$ cat src/rtl/matrix_uart_printer.sv
// Reads an m x n matrix (word 0 = m, word 1 = n, then row-major elements) from memory
// and streams it as ASCII decimal text. Define MATRIX_PRINT_HEADER_EN to prefix an "m n" line.
module matrix_uart_printer #(
  parameter int ADDR_W     = 8,
  parameter int DATA_W     = 32,
  parameter int MAX_DIM    = 5,
  parameter int MAX_DIGITS = 10
) (
  input  logic              clk,
  input  logic              rst_n,
  input  logic              start,
  input  logic [ADDR_W-1:0] base_addr,
  output logic              busy,
  output logic              done,
  output logic              error,
  output logic              mem_rd_en,
  output logic [ADDR_W-1:0] mem_rd_addr,
  input  logic [DATA_W-1:0] mem_rd_data,
  output logic [7:0]        tx_data,
  output logic              tx_valid,
  input  logic              tx_ready
);
  localparam int DIM_W = $clog2(MAX_DIM + 1);
  localparam int CNT_W = $clog2(MAX_DIGITS + 1);
  localparam logic [DATA_W-1:0] TEN     = DATA_W'(10);
  localparam logic [DATA_W-1:0] ONE     = DATA_W'(1);
  localparam logic [DATA_W-1:0] DIM_MAX = DATA_W'(MAX_DIM);

  typedef enum logic [3:0] {
    IDLE, RD_M, RD_N, CHECK, RD_ELEM, CONVERT,
    SEND_DIGIT, SEND_SEP, SEND_CR, SEND_LF, FINISH
  } state_t;

  typedef enum logic [1:0] {PH_ELEM, PH_HDR_M, PH_HDR_N} phase_t;

  state_t             state;
  phase_t             phase;
  logic [DIM_W-1:0]   row;
  logic [DIM_W-1:0]   col;
  logic [CNT_W-1:0]   dcnt;
  logic               rd_vld_p1;
  logic [DATA_W-1:0]  m_q;
  logic [DATA_W-1:0]  n_q;
  logic [DATA_W-1:0]  work;
  logic [3:0]         stack [MAX_DIGITS];

  logic               tx_acc;
  logic [DATA_W-1:0]  work_div;
  logic [CNT_W-1:0]   top_idx;
  logic               last_col;
  logic               last_row;
  logic               dims_bad;

  function automatic logic [3:0] low_digit(input logic [DATA_W-1:0] v);
    return 4'(v % TEN);
  endfunction

  function automatic logic [7:0] ascii_digit(input logic [3:0] d);
    return 8'h30 + {4'h0, d};
  endfunction

  always_comb begin
    tx_acc   = tx_valid && tx_ready;
    work_div = work / TEN;
    top_idx  = dcnt - 1'b1;
    last_col = (DATA_W'(col) + ONE) == n_q;
    last_row = (DATA_W'(row) + ONE) == m_q;
    dims_bad = (m_q == '0) || (m_q > DIM_MAX) || (n_q == '0) || (n_q > DIM_MAX);
  end

  // Datapath registers carry no reset; the FSM decides when they are meaningful.
  always_ff @(posedge clk) begin
    if (state == RD_M && rd_vld_p1) m_q <= mem_rd_data;
    if (state == RD_N && rd_vld_p1) n_q <= mem_rd_data;
    if (state == RD_ELEM && rd_vld_p1) begin
      work <= mem_rd_data;
    end else if (state == CONVERT) begin
      stack[dcnt] <= low_digit(work);
      work        <= work_div;
    end
`ifdef MATRIX_PRINT_HEADER_EN
    else if (state == CHECK) begin
      work <= m_q;
    end else if (state == SEND_SEP && tx_acc && phase == PH_HDR_M) begin
      work <= n_q;
    end
`endif
  end

  // Reads are strictly sequential (m, n, then row-major elements), so each new
  // read address is the previous one plus one, wrapping naturally at 2^ADDR_W.
  always_ff @(posedge clk or negedge rst_n) begin
    if (!rst_n) begin
      state       <= IDLE;
      phase       <= PH_ELEM;
      busy        <= 1'b0;
      done        <= 1'b0;
      error       <= 1'b0;
      mem_rd_en   <= 1'b0;
      mem_rd_addr <= '0;
      tx_data     <= '0;
      tx_valid    <= 1'b0;
      row         <= '0;
      col         <= '0;
      dcnt        <= '0;
      rd_vld_p1   <= 1'b0;
    end else begin
      done      <= 1'b0;
      error     <= 1'b0;
      mem_rd_en <= 1'b0;
      rd_vld_p1 <= mem_rd_en;
      case (state)
        IDLE: begin
          if (start) begin
            busy        <= 1'b1;
            mem_rd_en   <= 1'b1;
            mem_rd_addr <= base_addr;
            phase       <= PH_ELEM;
            state       <= RD_M;
          end
        end
        RD_M: begin
          if (rd_vld_p1) begin
            mem_rd_en   <= 1'b1;
            mem_rd_addr <= mem_rd_addr + 1'b1;
            state       <= RD_N;
          end
        end
        RD_N: begin
          if (rd_vld_p1) state <= CHECK;
        end
        CHECK: begin
          row <= '0;
          col <= '0;
          if (dims_bad) begin
            error <= 1'b1;
            busy  <= 1'b0;
            state <= IDLE;
          end else begin
`ifdef MATRIX_PRINT_HEADER_EN
            phase <= PH_HDR_M;
            dcnt  <= '0;
            state <= CONVERT;
`else
            mem_rd_en   <= 1'b1;
            mem_rd_addr <= mem_rd_addr + 1'b1;
            state       <= RD_ELEM;
`endif
          end
        end
        RD_ELEM: begin
          if (rd_vld_p1) begin
            dcnt  <= '0;
            state <= CONVERT;
          end
        end
        CONVERT: begin
          dcnt <= dcnt + 1'b1;
          if (work_div == '0) state <= SEND_DIGIT;
        end
        SEND_DIGIT: begin
          if (!tx_valid) begin
            tx_valid <= 1'b1;
            tx_data  <= ascii_digit(stack[top_idx]);
          end else if (tx_ready) begin
            tx_valid <= 1'b0;
            dcnt     <= top_idx;
            if (top_idx == '0) begin
              if (phase == PH_HDR_M)      state <= SEND_SEP;
              else if (phase == PH_HDR_N) state <= SEND_CR;
              else if (last_col)          state <= SEND_CR;
              else                        state <= SEND_SEP;
            end
          end
        end
        SEND_SEP: begin
          if (!tx_valid) begin
            tx_valid <= 1'b1;
            tx_data  <= 8'h20;
          end else if (tx_ready) begin
            tx_valid <= 1'b0;
            if (phase == PH_HDR_M) begin
              phase <= PH_HDR_N;
              dcnt  <= '0;
              state <= CONVERT;
            end else begin
              col         <= col + 1'b1;
              mem_rd_en   <= 1'b1;
              mem_rd_addr <= mem_rd_addr + 1'b1;
              state       <= RD_ELEM;
            end
          end
        end
        SEND_CR: begin
          if (!tx_valid) begin
            tx_valid <= 1'b1;
            tx_data  <= 8'h0D;
          end else if (tx_ready) begin
            tx_valid <= 1'b0;
            state    <= SEND_LF;
          end
        end
        SEND_LF: begin
          if (!tx_valid) begin
            tx_valid <= 1'b1;
            tx_data  <= 8'h0A;
          end else if (tx_ready) begin
            tx_valid <= 1'b0;
            if (phase == PH_HDR_N) begin
              phase       <= PH_ELEM;
              mem_rd_en   <= 1'b1;
              mem_rd_addr <= mem_rd_addr + 1'b1;
              state       <= RD_ELEM;
            end else if (last_row) begin
              state <= FINISH;
            end else begin
              row         <= row + 1'b1;
              col         <= '0;
              mem_rd_en   <= 1'b1;
              mem_rd_addr <= mem_rd_addr + 1'b1;
              state       <= RD_ELEM;
            end
          end
        end
        FINISH: begin
          done  <= 1'b1;
          busy  <= 1'b0;
          state <= IDLE;
        end
        default: state <= IDLE;
      endcase
    end
  end

endmodule
$ cat config.mk
export PLATFORM = sky130hd
export DESIGN_NAME = matrix_uart_printer
export DESIGN_NICKNAME = d
export VERILOG_FILES = /design/src/rtl/matrix_uart_printer.sv
export SDC_FILE = /design/constraint.sdc
export NUM_CORES = 1
export LEC_CHECK = 0
export CORE_ASPECT_RATIO = 0.9
export CORE_MARGIN = 4
export CORE_UTILIZATION = 55
export DETAILED_ROUTE_END_ITERATION = 7
export PLACE_DENSITY_LB_ADDON = 0.12
export SYNTH_ARGS = -nofsm -noshare
export SYNTH_HDL_FRONTEND = slang
export SYNTH_SLANG_ARGS = --single-unit
$ cat constraint.sdc
create_clock -name clk -period 13.1 [get_ports clk]
set_input_delay 2.62 -clock clk [delete_from_list [all_inputs] [get_ports clk]]
set_output_delay 2.62 -clock clk [all_outputs]
set_load 0.005 [all_outputs]
==> impl_metrics.toml <==
[timing]
tightestPinTransition_ns = 0.980
drv_slew = 0
setup_ws_ns = 0.804
clock_skew_ns = 0.00763
rsz0062_at_grt = "no"
timing.hold.ws_ns = 0.380
setup_tns_ns = 0
clock.fmax_ghz = 0.0813
min_period_ns = 12.30
final_hold_viol_count = 0
fin_crit_sh_pct = 93.9
finalSetupViolCount = 0
relSlewSlack_pct = 34.7

[final_layout]
fin_util_pct = 62.6
fin_cells = 1678
syn_to_final_growth_pct = 11.0
diodes = 0
fin_nets = 1426
drive_gt1_share_pct = 8.94

[global_route]
grt_max_degree = 44
grt-busiest-layer = "met2"
grt.overflow.total = 0
grt_use_met3_pct = 2.77
grt_use_total_pct = 24.5
grt_first_pass_wirelength_mm = 50.9
grt_antenna_before_repair = 0
grtUsageMet1_pct = 35.1
grt_pass1_vias = 9909
use_met2_pct = 39.9

[worst_setup_path]
cpPeakStageDelay_ns = 0.64
path_class = "flop to flop"
worstPathRequired_ns = 13.19
cp.arrival_ns = 12.39
endpoint_kind = "flop"
crit_slowest_cell = "or4_1"
cpLargestDelayFamily = "simple AND/OR/NAND/NOR gates"
startpoint_type = "flop"
cp_max_fo = 16
critical_path_buf_inv_count = 0

[floorplan]
rows = 51
die_x_um = 166
dieHeight_um = 150
start_util_pct = 56.3
die_area_mm2 = 0.0248
coreArea_mm2 = 0.0218
top_level_ports = 65

[power]
p_leak_nw = 4.74
power.internal_w = 0.000985
ir_worst_vdd_mv = 0.0884
p_per_area_mw_per_mm2 = 101
power_switching_w = 0.000395
pwr-share-seq_pct = 48.9
sw_frac_of_total_pct = 28.6
p_comb_share_pct = 15.6
power_frac_clock_pct = 35.5

[placed_design]
place_inst = 1639
portBuffers = 62
place_hpwl_mm = 21.3
pre_cts_ws_ns = 0.196
routabilityCongestion = 0.900

[yosys]
seq_area_frac_synth_pct = 40.3
synth_flop_cell = "edfxtp_1"
ys_warn_count = 0
syn_inst = 1375
synthArstFlopShare_pct = 20.5
syn-cell-area_mm2 = 0.0123
synth_cell_types = 107
yosysTopAreaCell = "edfxtp_1"
synth-edff-count = 136
avgSynthCellArea_um2 = 8.94
synth.top_cells.by_area = "edfxtp_1 33%, dfrtp_1 7.1%, nor2_1 4.7%"
synth_top_area_share_pct = 33.2
synth_seq_cells = 171

[routing]
wl_per_cell_um = 18.6
vias = 11020
vias_per_cell = 6.57
ant_nets = 0
drtIter0Drc = 1203
dr.pass1.iters = 5
wl_mm = 31.1
drc = 0

[cts]
htreeDepth = 4
cts_tree = "done"
cts_root_buffer = "clkbuf_16"
cts_buffer_depth = 2
cts_sinks = 171
clkTransAtPathRegs_ns = 0.07
numCtsBuffers = 17
postCtsHoldBufs = 0
clk_latency_ns = 0.43

[min_path]
hp-class = "flop to flop"

[status]
outcome = "finished clean"

[run]
maxCapViolations = 0
==> sequential cells by signal, indices dropped and copies added, names as in the netlist, 3 cells and up <==
signal / count
row: 3
col: 3
m_q: 32
tx_data: 6
mem_rd_addr: 8
dcnt: 4
n_q: 32
work: 32
state: 4
stack: 40
==> per-stage QoR <==
stage	total power, W	area [um2]
final	0.00138	13700
after floorplan	0.000806	12300
after global placement	0.000896	12900
after global routing	0.00145	13700
after detailed placement	0.000900	12900
after CTS	0.00139	13500
==> worst paths after layout <==
check                      slack (ns)  depth (start not counted)                 from                          to
min                              0.38                          0  mem_rd_en$_DFF_PN0_         rd_vld_p1$_DFF_PN0_
max in group asynchronous       10.17                          2                rst_n          row[1]$_DFFE_PN0P_
max reg2reg                      0.80                         36   work[28]$_DFFE_PP_       stack[3][2]$_DFFE_PP_
max                              0.80                         36   work[28]$_DFFE_PP_       stack[3][2]$_DFFE_PP_
min in group asynchronous        2.60                          2                rst_n  mem_rd_addr[0]$_DFFE_PN0P_
min reg2reg                      0.38                          0  mem_rd_en$_DFF_PN0_         rd_vld_p1$_DFF_PN0_
==> cells in the final DEF, fill, tap and decap left out, drive strengths merged, types with 14 or more instances in the layout <==
master	count
a21oi	85
nor4	31
nor3	43
o22ai	16
and3	15
nor2	157
o21ai	93
xnor2	17
a21o	14
dfrtp	35
nand2	137
nand4	25
nand2b	14
inv	35
mux2i	23
edfxtp	136
o2111ai	15
nand3	60
clkbuf	17
clkdlybuf4s50	62
a211oi	22
o211ai	18
a31oi	19
buf	24
==> metal layers <==
layer,vias up,part of all wire (%)
met5,-,0
met4,0,1.1
met3,25,5.9
met2,409,48
met1,5274,45
li1,5312,-
==> final cells by class <==
type	instances	area, um2
multi-input cells	1064	6820
inverters	34	128
clock buffers	17	425
flip-flops and latches	171	4960
fillers	1859	8170
well taps	291	364
repair buffers	86	801
clock inverters	15	154
==> what timing repair did <==
action                                  4_1_cts  5_1_grt
resized for setup                             0       13
endpoints found under the setup margin        0       37
endpoints found under the hold margin         0        0
buffers inserted                              0        7
==> synthesized netlist by cell type, types with 13 or more instances <==
cell type and n:
nor2_1 153, nand2_1 137, edfxtp_1 136, o21ai_0 86, a21oi_1 83, clkbuf_1 66, nand3_1 59, nor3_1 40
dfrtp_1 35, nor4_1 29, inv_1 27, buf_2 26, nand4_1 25, mux2i_1 23, a211oi_1 20, o211ai_1 17
xnor2_1 17, o22ai_1 16, a31oi_1 15, and3_1 15, o2111ai_1 15, a21o_1 14, nand2b_1 14, o31ai_1 13
==> power groups by stage <==
| stage | Combinational (W) | Clock (W) | Sequential [W] |
|---|---|---|---|
| global route | 0.000241 | 0.000524 | 0.000681 |
| detailed placement | 0.000214 | 0 | 0.000686 |
| floorplan | 0.000132 | 0 | 0.000674 |
| global placement | 0.000211 | 0 | 0.000686 |
| CTS | 0.000215 | 0.000498 | 0.000674 |
| finish | 0.000215 | 0.000490 | 0.000675 |
==> logic make-up after synthesis <==
family / count (synthesis) / synth area share (%)
DFF: 171 / 40.3
other: 1 / 0.0305
adders and majority gates: 19 / 1.73
xor gates and xnor gates: 27 / 1.92
buffers and inverters: 141 / 4.90
AOI/OAI and AO/OA: 426 / 24.6
and+or+nand+nor: 552 / 22.3
muxes: 38 / 4.16
(Power assumes the default switching activity.)
